## config.mk

```make
export PLATFORM = sky130hd
export DESIGN_NAME = wb_arbiter
export DESIGN_NICKNAME = d
export VERILOG_FILES = /design/src/rtl/wb_arbiter.sv
export SDC_FILE = /design/constraint.sdc
export NUM_CORES = 1
export LEC_CHECK = 0
export CAP_MARGIN = 20
export CORE_ASPECT_RATIO = 1.25
export CORE_UTILIZATION = 50
export DETAILED_ROUTE_END_ITERATION = 12
export PLACE_DENSITY = 0.74
export SYNTH_ARGS = -nofsm -noshare
export SYNTH_HDL_FRONTEND = slang
export SYNTH_SLANG_ARGS = --single-unit
```

## constraint.sdc

```tcl
create_clock -name i_clk -period 14.1 [get_ports i_clk]
set_input_delay 2.82 -clock i_clk [delete_from_list [all_inputs] [get_ports i_clk]]
set_output_delay 2.82 -clock i_clk [all_outputs]
set_load 0.01 [all_outputs]
```

## src/rtl/wb_arbiter.sv

```systemverilog
// wb_arbiter: writeback arbiter between the execution units (index 0 = MEM)
// and the two ALU write ports of the physical register file. Each requester
// owns a small FIFO; up to two eligible heads are granted per cycle by
// round-robin, and the chosen results are driven out through registered
// write strobes with a matching wakeup tag (wdest).
// Optional build macro: WBARB_MEMPRIO_EN gives MEM a fixed claim on port 0
// whenever its head is eligible; the other port stays round-robin over 1..NREQ-1.
module wb_arbiter #(
  parameter int NREQ      = 4,
  parameter int WIDTH_REG = 7,
  parameter int WIDTH_BRM = 3,
  parameter int DEPTH     = 2
) (
  input  logic                      i_clk,
  input  logic                      i_rst,
  input  logic [NREQ-1:0]           i_req_valid,
  input  logic [NREQ*WIDTH_REG-1:0] i_req_addr,
  input  logic [NREQ*32-1:0]        i_req_data,
  input  logic [NREQ*WIDTH_BRM-1:0] i_req_brmask,
  output logic [NREQ-1:0]           o_req_ready,
  input  logic                      i_kill_en,
  input  logic [WIDTH_BRM-1:0]      i_kill_mask,
  output logic [1:0]                o_we,
  output logic [2*WIDTH_REG-1:0]    o_waddr,
  output logic [2*32-1:0]           o_wdata,
  output logic [2*WIDTH_REG-1:0]    o_wdest
);

  localparam int PW  = $clog2(DEPTH);
  localparam int CW  = PW + 1;
  localparam int RRW = (NREQ > 1) ? $clog2(NREQ) : 1;

  logic [RRW-1:0]       r_rr;
  logic [RRW-1:0]       w_rrNext;
  logic [NREQ-1:0]      w_ready;
  logic [NREQ-1:0]      w_push;
  logic [NREQ-1:0]      w_pop;
  logic [NREQ-1:0]      w_elig;
  logic [NREQ-1:0]      w_grant;
  logic [1:0]           w_portVld;
  logic [RRW-1:0]       w_portIdx  [2];
  logic [WIDTH_REG-1:0] w_headAddr [NREQ];
  logic [31:0]          w_headData [NREQ];

  // A branch mask is hit when the kill strobe is up and any of its bits is being killed
  function automatic logic hits(input logic [WIDTH_BRM-1:0] mask);
    return i_kill_en && (|(mask & i_kill_mask));
  endfunction

  // Ready is withheld during reset so nothing is accepted into FIFOs that are being cleared
  assign o_req_ready = w_ready & ~{NREQ{i_rst}};

  for (genvar r = 0; r < NREQ; r++) begin : g_fifo
    logic [DEPTH-1:0]     r_vld;
    logic [WIDTH_REG-1:0] r_addr [DEPTH];
    logic [31:0]          r_data [DEPTH];
    logic [WIDTH_BRM-1:0] r_brm  [DEPTH];
    logic [PW-1:0]        r_rdPtr;
    logic [PW-1:0]        r_wrPtr;
    logic [CW-1:0]        r_count;
    logic [DEPTH-1:0]     w_killVec;
    logic [DEPTH-1:0]     w_wrSel;
    logic                 w_inVld;
    logic                 w_nonEmpty;

    for (genvar d = 0; d < DEPTH; d++) begin : g_ent
      assign w_killVec[d] = hits(r_brm[d]);
      assign w_wrSel[d]   = w_push[r] && (r_wrPtr == PW'(d));
    end

    assign w_inVld       = !hits(i_req_brmask[r*WIDTH_BRM +: WIDTH_BRM]);
    assign w_nonEmpty    = (r_count != '0);
    assign w_ready[r]    = (r_count < CW'(DEPTH));
    assign w_push[r]     = i_req_valid[r] && o_req_ready[r];
    assign w_headAddr[r] = r_addr[r_rdPtr];
    assign w_headData[r] = r_data[r_rdPtr];
    assign w_elig[r]     = w_nonEmpty && r_vld[r_rdPtr] && (w_headAddr[r] != '0)
                           && !hits(r_brm[r_rdPtr]);
    // Ineligible heads (x0 destination or killed) are discarded without using a port
    assign w_pop[r]      = w_nonEmpty && (w_grant[r] || !w_elig[r]);

    // FIFO storage: kills invalidate matching entries, push fills the tail, pop advances the head
    always_ff @(posedge i_clk) begin
      if (i_rst) begin
        r_vld   <= '0;
        r_rdPtr <= '0;
        r_wrPtr <= '0;
        r_count <= '0;
      end else begin
        r_vld <= (r_vld & ~w_killVec & ~w_wrSel) | (w_wrSel & {DEPTH{w_inVld}});
        if (w_push[r]) begin
          r_addr[r_wrPtr] <= i_req_addr[r*WIDTH_REG +: WIDTH_REG];
          r_data[r_wrPtr] <= i_req_data[r*32 +: 32];
          r_brm[r_wrPtr]  <= i_req_brmask[r*WIDTH_BRM +: WIDTH_BRM];
          r_wrPtr         <= r_wrPtr + 1'b1;
        end
        if (w_pop[r]) begin
          r_rdPtr <= r_rdPtr + 1'b1;
        end
        if (w_push[r] && !w_pop[r]) begin
          r_count <= r_count + 1'b1;
        end else if (!w_push[r] && w_pop[r]) begin
          r_count <= r_count - 1'b1;
        end
      end
    end
  end

  // Cyclic scan from rr: first eligible head takes port 0, second takes port 1
  always_comb begin
    int             idx;
    logic [RRW-1:0] idxS;
    logic [1:0]     nGnt;
    logic           skip;
    w_grant      = '0;
    w_portVld    = '0;
    w_portIdx[0] = '0;
    w_portIdx[1] = '0;
    w_rrNext     = r_rr;
    nGnt         = 2'd0;
    idx          = 0;
    idxS         = '0;
    skip         = 1'b0;
`ifdef WBARB_MEMPRIO_EN
    if (w_elig[0]) begin
      w_grant[0]   = 1'b1;
      w_portVld[0] = 1'b1;
      nGnt         = 2'd1;
    end
`endif
    for (int i = 0; i < NREQ; i++) begin
      idx = int'(r_rr) + i;
      if (idx >= NREQ) begin
        idx = idx - NREQ;
      end
      idxS = RRW'(idx);
`ifdef WBARB_MEMPRIO_EN
      skip = (idx == 0);
`endif
      if (!skip && w_elig[idxS] && (nGnt < 2'd2)) begin
        w_grant[idxS]         = 1'b1;
        w_portVld[nGnt[0]]    = 1'b1;
        w_portIdx[nGnt[0]]    = idxS;
        w_rrNext              = (idx == NREQ - 1) ? '0 : RRW'(idx + 1);
        nGnt                  = nGnt + 2'd1;
      end
    end
  end

  // Round-robin pointer moves past the last granted requester; idle cycles leave it alone
  always_ff @(posedge i_clk) begin
    if (i_rst) begin
      r_rr <= '0;
    end else begin
      r_rr <= w_rrNext;
    end
  end

  for (genvar p = 0; p < 2; p++) begin : g_port
    logic                 r_we;
    logic [WIDTH_REG-1:0] r_waddr;
    logic [31:0]          r_wdata;
    logic [WIDTH_REG-1:0] r_wdest;

    // Registered write port: idle ports drop the strobe and tag but hold address and data
    always_ff @(posedge i_clk) begin
      if (i_rst) begin
        r_we    <= 1'b0;
        r_waddr <= '0;
        r_wdata <= '0;
        r_wdest <= '0;
      end else if (w_portVld[p]) begin
        r_we    <= 1'b1;
        r_waddr <= w_headAddr[w_portIdx[p]];
        r_wdata <= w_headData[w_portIdx[p]];
        r_wdest <= w_headAddr[w_portIdx[p]];
      end else begin
        r_we    <= 1'b0;
        r_wdest <= '0;
      end
    end

    assign o_we[p]                            = r_we;
    assign o_waddr[p*WIDTH_REG +: WIDTH_REG]  = r_waddr;
    assign o_wdata[p*32 +: 32]                = r_wdata;
    assign o_wdest[p*WIDTH_REG +: WIDTH_REG]  = r_wdest;
  end

endmodule
```

==> reports/results.txt <==
Crit path arrival time - 9.03 ns
Synthesized area per cell - 14.4 µm²
EDFF count, synth - 336
Largest net degree at the start of global routing - 64
Setup bufs post-CTS - 0
Cell chain of the critical path - clkdlybuf4s50_1, a222oi_1, o22ai_1, a2111oi_2, or2_2, nor2_1, a21oi_1, ha_1, inv_1, o211ai_1, o21ai_1, buf_4, a22oi_2, o211a_4, buf_4, mux2i_1, a221o_1
Async SR Flop Fraction - 0%
Unrepaired setup endpoints after global routing - false
Vias in the first global route - 13400
Avg WL per Cell - 24.3 µm
First-pass GRT wire length - 78.7 mm
Hold_sp - g_port[0].r_waddr[2]
Most common cell in the netlist - edfxtp_1
Status - finished, violations left
Final Hold Viols - 0
Sequential area share after synthesis - 63.5%
Gr ovfl total - 0
Port bufs - 275
Via count - 12900
CTS sink count - 460
DRT Wirelength - 52.8 mm
Cell count after synthesis - 1375
Skew-Pair Late Insertion Delay - 0.56 ns
Row Count - 81
Ys flop type - edfxtp_1
Clock-pin slew of the registers on the worst-case setup and hold paths - 0.06 ns
Critical Path Max Stage Delay - 0.73 ns
Maximum fanout along the worst path - 44
Max rail drop VDD - 0.000104 V
Total Die Area - 0.0404 mm²
First-pass iteration count of the detailed router - 10
Pleak - 8.23 nW
Setup TNS Final - 0 ns
CTS tree - yes
Element type at the critical path end - flop
Pwr/cell area - 156 mW/mm²
Critical path origin - i_kill_mask[0]
Initial antenna violation count - 6
#FFs+latches synth - 460
Fin. max-slew vios - 0
CTS Buffer Depth - 3
Syn Std Cell Area - 0.0198 mm²
Starting DRT DRC Count - 1110
Die Wd - 180 µm
Layout area overhead - 23.8%
Final net count - 1822
Clock skew - 0.0257 ns
Measured slew at the worst slew-check pin - 1.02 ns
Startpoint class of the critical path - input pin
Family with the most delay on the worst path - compound AO/OA/AOI/OAI gates
Commonest cells in the synthesized netlist - edfxtp_1, mux2i_1, dfxtp_1
Tot Pwr - 3.83 mW
CTS buffer count - 45
Cell taking the most area after synthesis - edfxtp_1
Syn nets - 1566
Die height - 224 µm
# placed instances - 2081
DR vias/cell - 5.94
Total GRT Usage - 26.0%
Worst path buffer plus inverter count - 4
CTS hold repair buffers - 0
Ranking of synthesized cells by area - edfxtp_1, dfxtp_1, mux2i_1
Final Wtd Congestion - 0.860
Non-Filler Instances - 2169
Layout cells sized above 1 - 14.6%
Share of the synthesized area in the top cell type - 51.0%
FMAX - 116 MHz
CP dominant cell by count - buf_4
Endpoints failing setup - 0
Synth unique cells - 74
Failing checks - design-rule violations
Crit share post-route - 60.9%
Max-cap viol count - 0
Dpl hpwl - 34.2 mm
CTS resizes - 0
Critical path class - input pin to flop
Max transition margin - 31.8%
Count of synthesis-stage warnings from yosys - 0
Root Driver - clkbuf_16
Critical path required time - 14.54 ns
Core area - 0.0390 mm²
H-tree levels - 2
Final Critical Period - 8.58 ns
Initial Utilization - 50.7%
Io pins - 276
Remaining DRCs - 10
Final ANT Viol Nets - 0
Slowest CP cell - buf_4
Hold Path Class - flop to flop
-- metal layers --
layer / routed length [µm] / up-vias / track usage [%]
met2: 27200 / 478 / 46.8
met1: 20700 / 6423 / 31.1
met5: 25 / - / 0
met4: 1640 / 4 / 10.1
met3: 3270 / 100 / 4.08
li1: - / 5885 / -
-- worst min-delay path, stage by stage, from the launching register on --
cell and delay (ns):
dfxtp_1 0.31, nand2_1 0.05, o21ai_1 0.05
-- registers in the layout, summed over array words and instances, names as in the netlist, 4 cells and up, named ones only --
name,flops
g_fifo.r_rdPtr,4
g_fifo.r_wrPtr,4
g_fifo.r_addr,56
g_port.r_wdest,14
g_fifo.r_brm,24
g_fifo.r_vld,8
g_fifo.r_data,256
g_port.r_waddr,14
g_fifo.r_count,8
g_port.r_wdata,64
-- final timing paths --
| kind | endpoint | slack [ns] | cells after the start |
|---|---|---|---|
| max | g_port[1].r_wdata[25] | 5.52 | 17 |
| min | g_port[0].r_waddr[2] | 0.46 | 2 |
| max reg2reg | g_port[1].r_wdata[25] | 7.71 | 16 |
| min reg2reg | g_port[0].r_waddr[2] | 0.46 | 2 |
-- power breakdown --
part           total (mW)  internal, mW  switching [mW]
Combinational       0.871         0.410           0.461
Clock                1.24         0.727           0.517
Sequential           1.71          1.59           0.121
Total                3.83          2.73            1.10
-- layout by cell type, fill, tap and decap left out, types with 34 or more instances in the layout --
cell,instances
mux2_2,93
clkdlybuf4s50_1,274
edfxtp_1,336
nand2_1,76
o21ai_0,65
mux2i_1,198
o221ai_1,39
a221o_1,34
dfxtp_1,120
nor2_1,60
clkbuf_16,50
-- cell type report --
type                            instances  area [µm²]
Fill cell                            2884       14500
Inverter                               17        63.8
Multi-Input combinational cell        811        6770
Tap cell                              498         623
Clock inverter                         16         146
Timing Repair Buffer                  296        2910
Clock buffer                           68        1400
Antenna cell                            3        7.51
Sequential cell                       460       12600
-- kinds of logic (layout without fill, tap and decap cells) --
logic type / after synthesis / count (layout) / synth area share, %
xor gates and xnor gates: 16 / 16 / 0.708
other: 0 / 3 / 0
buffers and inverters: 104 / 397 / 2.64
AOI/OAI and AO/OA: 256 / 256 / 10.0
DFF: 460 / 460 / 63.5
and+or+nand+nor: 196 / 196 / 4.58
adders and majority gates: 14 / 14 / 0.873
muxes: 329 / 329 / 17.7
-- metrics by stage --
step | setup slack (ns) | cell area (µm²) | hold slack [ns] | util, %
after floorplan | 7.32 | 19800 | 0.470 | -
after global placement | 5.12 | 22900 | 0.439 | 58.8
after detailed placement | 4.96 | 22900 | 0.449 | 58.8
after CTS | 5.58 | 24500 | 0.458 | 62.7
after global routing | 5.07 | 24500 | 0.479 | 62.8
final | 5.52 | 24500 | 0.458 | 62.8
Note: power is estimated with default switching activity, not from simulation.
